$ cat config.mk
export PLATFORM = sky130hd
export DESIGN_NAME = result_drain_collector
export DESIGN_NICKNAME = d
export VERILOG_FILES = /design/src/rtl/result_drain_collector.sv
export SDC_FILE = /design/constraint.sdc
export NUM_CORES = 2
export LEC_CHECK = 0
export BUFFER_PORTS_ARGS = -buffer_cell sky130_fd_sc_hd__buf_2
export CAP_MARGIN = 20
export CORE_ASPECT_RATIO = 1.1
export CORE_MARGIN = 5
export CORE_UTILIZATION = 39
export CTS_CLUSTER_DIAMETER = 60
export DETAILED_ROUTE_END_ITERATION = 6
export PLACE_DENSITY = 0.54
export SETUP_SLACK_MARGIN = 0.15
export SLEW_MARGIN = 30
export SYNTH_ARGS = -nofsm -noshare
export SYNTH_HDL_FRONTEND = slang
export SYNTH_SLANG_ARGS = --single-unit
$ cat constraint.sdc
create_clock -name clk_i -period 13.9 [get_ports clk_i]
set_input_delay 2.085 -clock clk_i [delete_from_list [all_inputs] [get_ports clk_i]]
set_output_delay 2.085 -clock clk_i [all_outputs]
set_load 0.01 [all_outputs]
$ cat src/rtl/result_drain_collector.sv
// Deskews the per-column result stream from the mesh south edge into aligned rows.
// Optional row index output is enabled by defining RESULT_DRAIN_ROW_TAG_EN.
module result_drain_collector #(
    parameter int N          = 8,
    parameter int DATA_WIDTH = 32,
    parameter int DEPTH      = 8
) (
    input  logic                    clk_i,
    input  logic                    rst_i,
    input  logic                    start_i,
    input  logic [N*DATA_WIDTH-1:0] south_i,
    input  logic [N-1:0]            south_valid_i,
    output logic [N*DATA_WIDTH-1:0] row_data_o,
    output logic                    row_valid_o,
    input  logic                    row_ready_i,
    output logic                    busy_o,
    output logic                    done_o,
    output logic                    overflow_o
`ifdef RESULT_DRAIN_ROW_TAG_EN
    ,
    output logic [$clog2(N)-1:0]    row_idx_o
`endif
);
    localparam int PTR_W = (DEPTH > 1) ? $clog2(DEPTH) : 1;
    localparam int CNT_W = $clog2(DEPTH + 1);
    localparam int ROW_W = $clog2(N + 1);

    typedef enum logic [1:0] {
        IDLE    = 2'd0,
        COLLECT = 2'd1,
        DONE    = 2'd2
    } state_t;

    state_t state_q, state_d;

    logic                    collecting;
    logic                    clear;
    logic                    transfer;
    logic                    pop;
    logic                    last_xfer;
    logic [N-1:0]            push;
    logic [N-1:0]            accept;
    logic [N-1:0]            nonempty;
    logic [N*DATA_WIDTH-1:0] heads;
    logic [ROW_W-1:0]        row_cnt_q;
    logic [ROW_W-1:0]        xfer_cnt_q;
    logic [N*DATA_WIDTH-1:0] row_data_q;
    logic                    row_valid_q;
    logic                    overflow_q;

    assign collecting = (state_q == COLLECT);
    assign clear      = start_i && !collecting;
    assign transfer   = row_valid_q && row_ready_i;
    // Only N rows are ever loaded per matrix; anything left in the FIFOs stays put.
    assign pop        = collecting && (&nonempty) && (!row_valid_q || transfer)
                        && (row_cnt_q < ROW_W'(N));
    assign last_xfer  = collecting && transfer && (xfer_cnt_q == ROW_W'(N - 1));

    always_ff @(posedge clk_i or posedge rst_i) begin
        if (rst_i) begin
            state_q <= IDLE;
        end else begin
            state_q <= state_d;
        end
    end

    always_comb begin
        state_d = state_q;
        case (state_q)
            IDLE:    if (start_i)   state_d = COLLECT;
            COLLECT: if (last_xfer) state_d = DONE;
            DONE:    if (start_i)   state_d = COLLECT;
            default:                state_d = IDLE;
        endcase
    end

    always_comb begin
        busy_o = 1'b0;
        done_o = 1'b0;
        case (state_q)
            COLLECT: busy_o = 1'b1;
            DONE:    done_o = 1'b1;
            default: ;
        endcase
    end

    for (genvar gi = 0; gi < N; gi++) begin : g_col
        logic [DATA_WIDTH-1:0] mem_q [DEPTH];
        logic [PTR_W-1:0]      wr_ptr_q;
        logic [PTR_W-1:0]      rd_ptr_q;
        logic [CNT_W-1:0]      count_q;
        logic                  full;

        assign full         = (count_q == CNT_W'(DEPTH));
        assign nonempty[gi] = (count_q != '0);
        assign push[gi]     = collecting && south_valid_i[gi];
        // A full FIFO still takes a push when its head leaves on the same edge.
        assign accept[gi]   = push[gi] && (!full || pop);
        assign heads[gi*DATA_WIDTH +: DATA_WIDTH] = mem_q[rd_ptr_q];

        always_ff @(posedge clk_i) begin
            if (accept[gi]) begin
                mem_q[wr_ptr_q] <= south_i[gi*DATA_WIDTH +: DATA_WIDTH];
            end
        end

        always_ff @(posedge clk_i or posedge rst_i) begin
            if (rst_i) begin
                wr_ptr_q <= '0;
                rd_ptr_q <= '0;
                count_q  <= '0;
            end else if (clear) begin
                wr_ptr_q <= '0;
                rd_ptr_q <= '0;
                count_q  <= '0;
            end else begin
                if (accept[gi]) begin
                    wr_ptr_q <= (wr_ptr_q == PTR_W'(DEPTH - 1)) ? '0 : wr_ptr_q + PTR_W'(1);
                end
                if (pop) begin
                    rd_ptr_q <= (rd_ptr_q == PTR_W'(DEPTH - 1)) ? '0 : rd_ptr_q + PTR_W'(1);
                end
                if (accept[gi] && !pop) begin
                    count_q <= count_q + CNT_W'(1);
                end else if (!accept[gi] && pop) begin
                    count_q <= count_q - CNT_W'(1);
                end
            end
        end
    end

    always_ff @(posedge clk_i or posedge rst_i) begin
        if (rst_i) begin
            row_data_q  <= '0;
            row_valid_q <= 1'b0;
            row_cnt_q   <= '0;
            xfer_cnt_q  <= '0;
            overflow_q  <= 1'b0;
        end else if (clear) begin
            row_data_q  <= '0;
            row_valid_q <= 1'b0;
            row_cnt_q   <= '0;
            xfer_cnt_q  <= '0;
            overflow_q  <= 1'b0;
        end else begin
            if (pop) begin
                row_data_q  <= heads;
                row_valid_q <= 1'b1;
                row_cnt_q   <= row_cnt_q + ROW_W'(1);
            end else if (transfer) begin
                row_valid_q <= 1'b0;
            end
            if (collecting && transfer) begin
                xfer_cnt_q <= xfer_cnt_q + ROW_W'(1);
            end
            if (|(push & ~accept)) begin
                overflow_q <= 1'b1;
            end
        end
    end

`ifdef RESULT_DRAIN_ROW_TAG_EN
    logic [$clog2(N)-1:0] row_idx_q;

    always_ff @(posedge clk_i or posedge rst_i) begin
        if (rst_i) begin
            row_idx_q <= '0;
        end else if (clear) begin
            row_idx_q <= '0;
        end else if (pop) begin
            row_idx_q <= row_cnt_q[$clog2(N)-1:0];
        end
    end

    assign row_idx_o = row_idx_q;
`endif

    assign row_data_o  = row_data_q;
    assign row_valid_o = row_valid_q;
    assign overflow_o  = overflow_q;

endmodule

==> flow_summary.toml <==
[synthesis]
synthTopCellsByArea = "edfxtp_1 67%, mux4_2 13%, dfrtp_1 9.5%, mux2i_1 2.9%, a31o_2 2.4%"
synthAdderAreaFrac = 0.00854
synth.cells.most_frequent = "2048 x edfxtp_1, 512 x mux4_2, 348 x dfrtp_1"
synth_xor_area_frac = 0.00124
synthArstFlopShare = 0.145
yosysWarnings = 0
synth_cells = 4484
ys_ff_latch = 2396
synth_compound_area_frac = 0.0331
syn_avg_cell_area_um2 = 20.5
ys_seq_area_frac = 0.763
synth-simple-area-share = 0.0268
ys.flop_type = "edfxtp_1"
synth_top_family_by_area = "multiplexers"
ys_types = 48
yosysTopAreaCellShare = 0.668
yosysMostFrequentCell = "edfxtp_1"
synth.largest_area_cell = "edfxtp_1"
muxShareOfSynthArea = 0.154
synth_nets = 4810
syn-cell-area_um2 = 92000
synth_edf_count = 2048

[floorplanning]
ios = 528
core_area_um2 = 235000
die_y_um = 519
start_util = 0.391
die_w_um = 473
core.rowCount = 187
fp.dieArea_um2 = 246000

[timing]
finalWorstSetupSlack_ns = 9.17
grt_setup_unrepaired = "no"
worst_pin_slew_ns = 0.961
fin_crit_ns = 4.73
clock_skew_ns = 0.0701
slew_violations = 0
fin_setup_tns_ns = 0
timing_hold_violations_final = 0
fin_crit_sh = 0.340
setup_viol = 0
slew_headroom = 0.360
fmax_mhz = 211

[global_routing]
grtUsageMet2 = 0.284
antenna_found_initial = 76
grt.met3_usage = 0.0367
met1_usage = 0.231
grt_pass1_vias = 47400
grt.overflow.total = 0
grt_pass1_wl_um = 316000
grtUsageTotal = 0.170
grt_start_max_net_pins = 193
busiest_layer = "met2"

[finish]
area_growth_pct = 17.2
final_cell_area_um2 = 108000
drive_gt1_frac = 0.354
nNetsFinal = 5485
utilization = 0.458
final_cell_count_no_fill = 8515

[routing]
drtIter0Drc = 3043
drt-vias-per-instance = 5.30
remaining_drc_errors = 0
wl_per_cell_um = 24.7
vias = 45100
drtAntennaViolNets = 0
wirelength_um = 211000
drtPass1Iterations = 5

[clocking]
insertion_delay_ns = 0.91
cts.clk_slew.worst_paths_ns = 0.05
clock_path_buffers = 4
tritoncts = "done"
cts_made_buffers = 274
htreeDepth = 5
clock-sinks = 2396
cts.repair.resized = 0
post_cts_buffers = 0
root_buffer = "clkbuf_16"
cts_hold_buf = 0

[worst_setup_path]
required_ns = 14.40
critPathKind = "in -> reg"
max_stage_delay_ns = 0.74
cp_top_family = "simple AND/OR/NAND/NOR gates"
cp-start-kind = "primary input"
cpMaxStageDelayCell = "nor3b_2"
cpMostUsedCell = "buf_4"
critPathArrivalTime_ns = 5.23
crit_fanout = 39
crit_path_end_kind = "flop"
path_cells = "buf_2 -> nor2b_1 -> nor4_1 -> buf_4 -> nand3_4 -> buf_4 -> a21oi_2 -> nand2_1 -> nor3b_2 -> buf_4"
path_buf_inv = 4

[pwr]
leakagePower_nw = 37.1
p_int_mw = 16.6
switching_share = 0.308
vdd_drop_max_v = 0.000175
power.share.combinational = 0.298
seqPwrFrac = 0.416
p_sw_mw = 7.39
clock_power_share = 0.286
power.density_nw_per_um2 = 223

[flow_run]
cap_violations = 0

[place]
gp_congestion = 0.710
post-place-ws_ns = 8.17
dp_hpwl_um = 122000
placed_area_um2 = 99100
place_inst = 7998
port_buffers = 527

[run_status]
status = "complete, no violations"

[hold_path]
hold_path.class = "reg -> reg"
## through the flow
stage	hold WS, ns	power [mW]
CTS	0.493	24.5
global route	0.509	25.4
global placement	0.481	17.3
finish	0.493	24.0
floorplan	0.459	15.1
detailed placement	0.485	17.5
## flip-flops by register name, indices dropped and copies added, names as in the netlist
name,count
g_col.count_q,32
g_col.wr_ptr_q,24
xfer_cnt_q,4
overflow_o,1
state_q,2
row_data_o,256
g_col.mem_q,2048
row_valid_o,1
row_cnt_q,4
g_col.rd_ptr_q,24
## worst paths after layout
kind | start | end | slack, ns | cells past startpoint
setup / recovery | row_ready_i | g_col[3].mem_q[5][8] | 9.17 | 10
hold / removal | g_col[6].count_q[3] | g_col[6].count_q[3] | 0.49 | 1
setup reg to reg | g_col[6].count_q[1] | g_col[3].mem_q[5][8] | 9.85 | 9
hold reg to reg | g_col[6].count_q[3] | g_col[6].count_q[3] | 0.49 | 1
max in group asynchronous | rst_i | g_col[0].rd_ptr_q[0] | 10.53 | 4
min in group asynchronous | rst_i | row_data_o[74] | 1.27 | 2
## layout by cell type, fill, tap and decap left out, types with 8 or more instances in the layout
| master | instances |
|---|---|
| mux4_2 | 512 |
| nor4_2 | 10 |
| nor3_2 | 31 |
| bufinv_16 | 16 |
| nand2b_1 | 18 |
| dfrtp_1 | 324 |
| a31o_2 | 256 |
| inv_1 | 36 |
| nor3_1 | 12 |
| diode_2 | 38 |
| nand2_1 | 98 |
| clkinv_2 | 36 |
| fa_1 | 8 |
| edfxtp_1 | 2048 |
| dfrtp_4 | 8 |
| nor2_1 | 279 |
| a21o_1 | 20 |
| nor2_4 | 21 |
| clkbuf_8 | 17 |
| ha_1 | 50 |
| clkinv_1 | 20 |
| buf_4 | 101 |
| clkbuf_16 | 282 |
| buf_6 | 10 |
| buf_16 | 11 |
| buf_2 | 527 |
| a21oi_1 | 34 |
| clkbuf_1 | 87 |
| dfrtp_2 | 16 |
| o22ai_1 | 19 |
| o31ai_1 | 16 |
| xor2_1 | 11 |
| o21ai_0 | 13 |
| nand3_1 | 51 |
| mux2i_1 | 266 |
## logic make-up after synthesis
family | count (synthesis)
flops | 2396
mux | 778
simple gates | 567
compound gates | 378
buf+inv | 294
fa+ha+maj | 58
xor+xnor | 13
## area by class of cell
class	instances	area, µm²
timing repair buffer	653	3890
multi-input combinational	1794	21000
inverter	40	158
antenna	38	95.1
tap	3118	3900
clock inverter	90	898
fill	20100	128000
clock buffer	386	7620
sequential	2396	70300
## worst reg2reg max path, cell delays in order, from the launching register on
cell and delay [ns]:
dfrtp_1 0.41, nor4_1 0.14, buf_4 0.17, a2111oi_4 0.38, nand3_4 0.39, buf_4 0.44, a21oi_2 0.29, nand2_1 0.20
nor3b_2 0.74, buf_4 0.52
## metal layers
layer / share of wire / vias to the layer above
met5: 0.00066 / -
met4: 0.019 / 22
met3: 0.057 / 364
met2: 0.50 / 1077
met1: 0.43 / 23900
li1: - / 19700
## power by group through the flow
stage / combinational, mW / clock, mW / sequential (mW)
global route: 7.85 / 7.39 / 10.2
global placement: 7.15 / 0 / 10.2
finish: 7.17 / 6.86 / 10.0
floorplan: 5.10 / 0 / 9.98
CTS: 7.32 / 7.08 / 10.1
detailed placement: 7.30 / 0 / 10.2
Note: power is estimated with default switching activity, not from simulation.
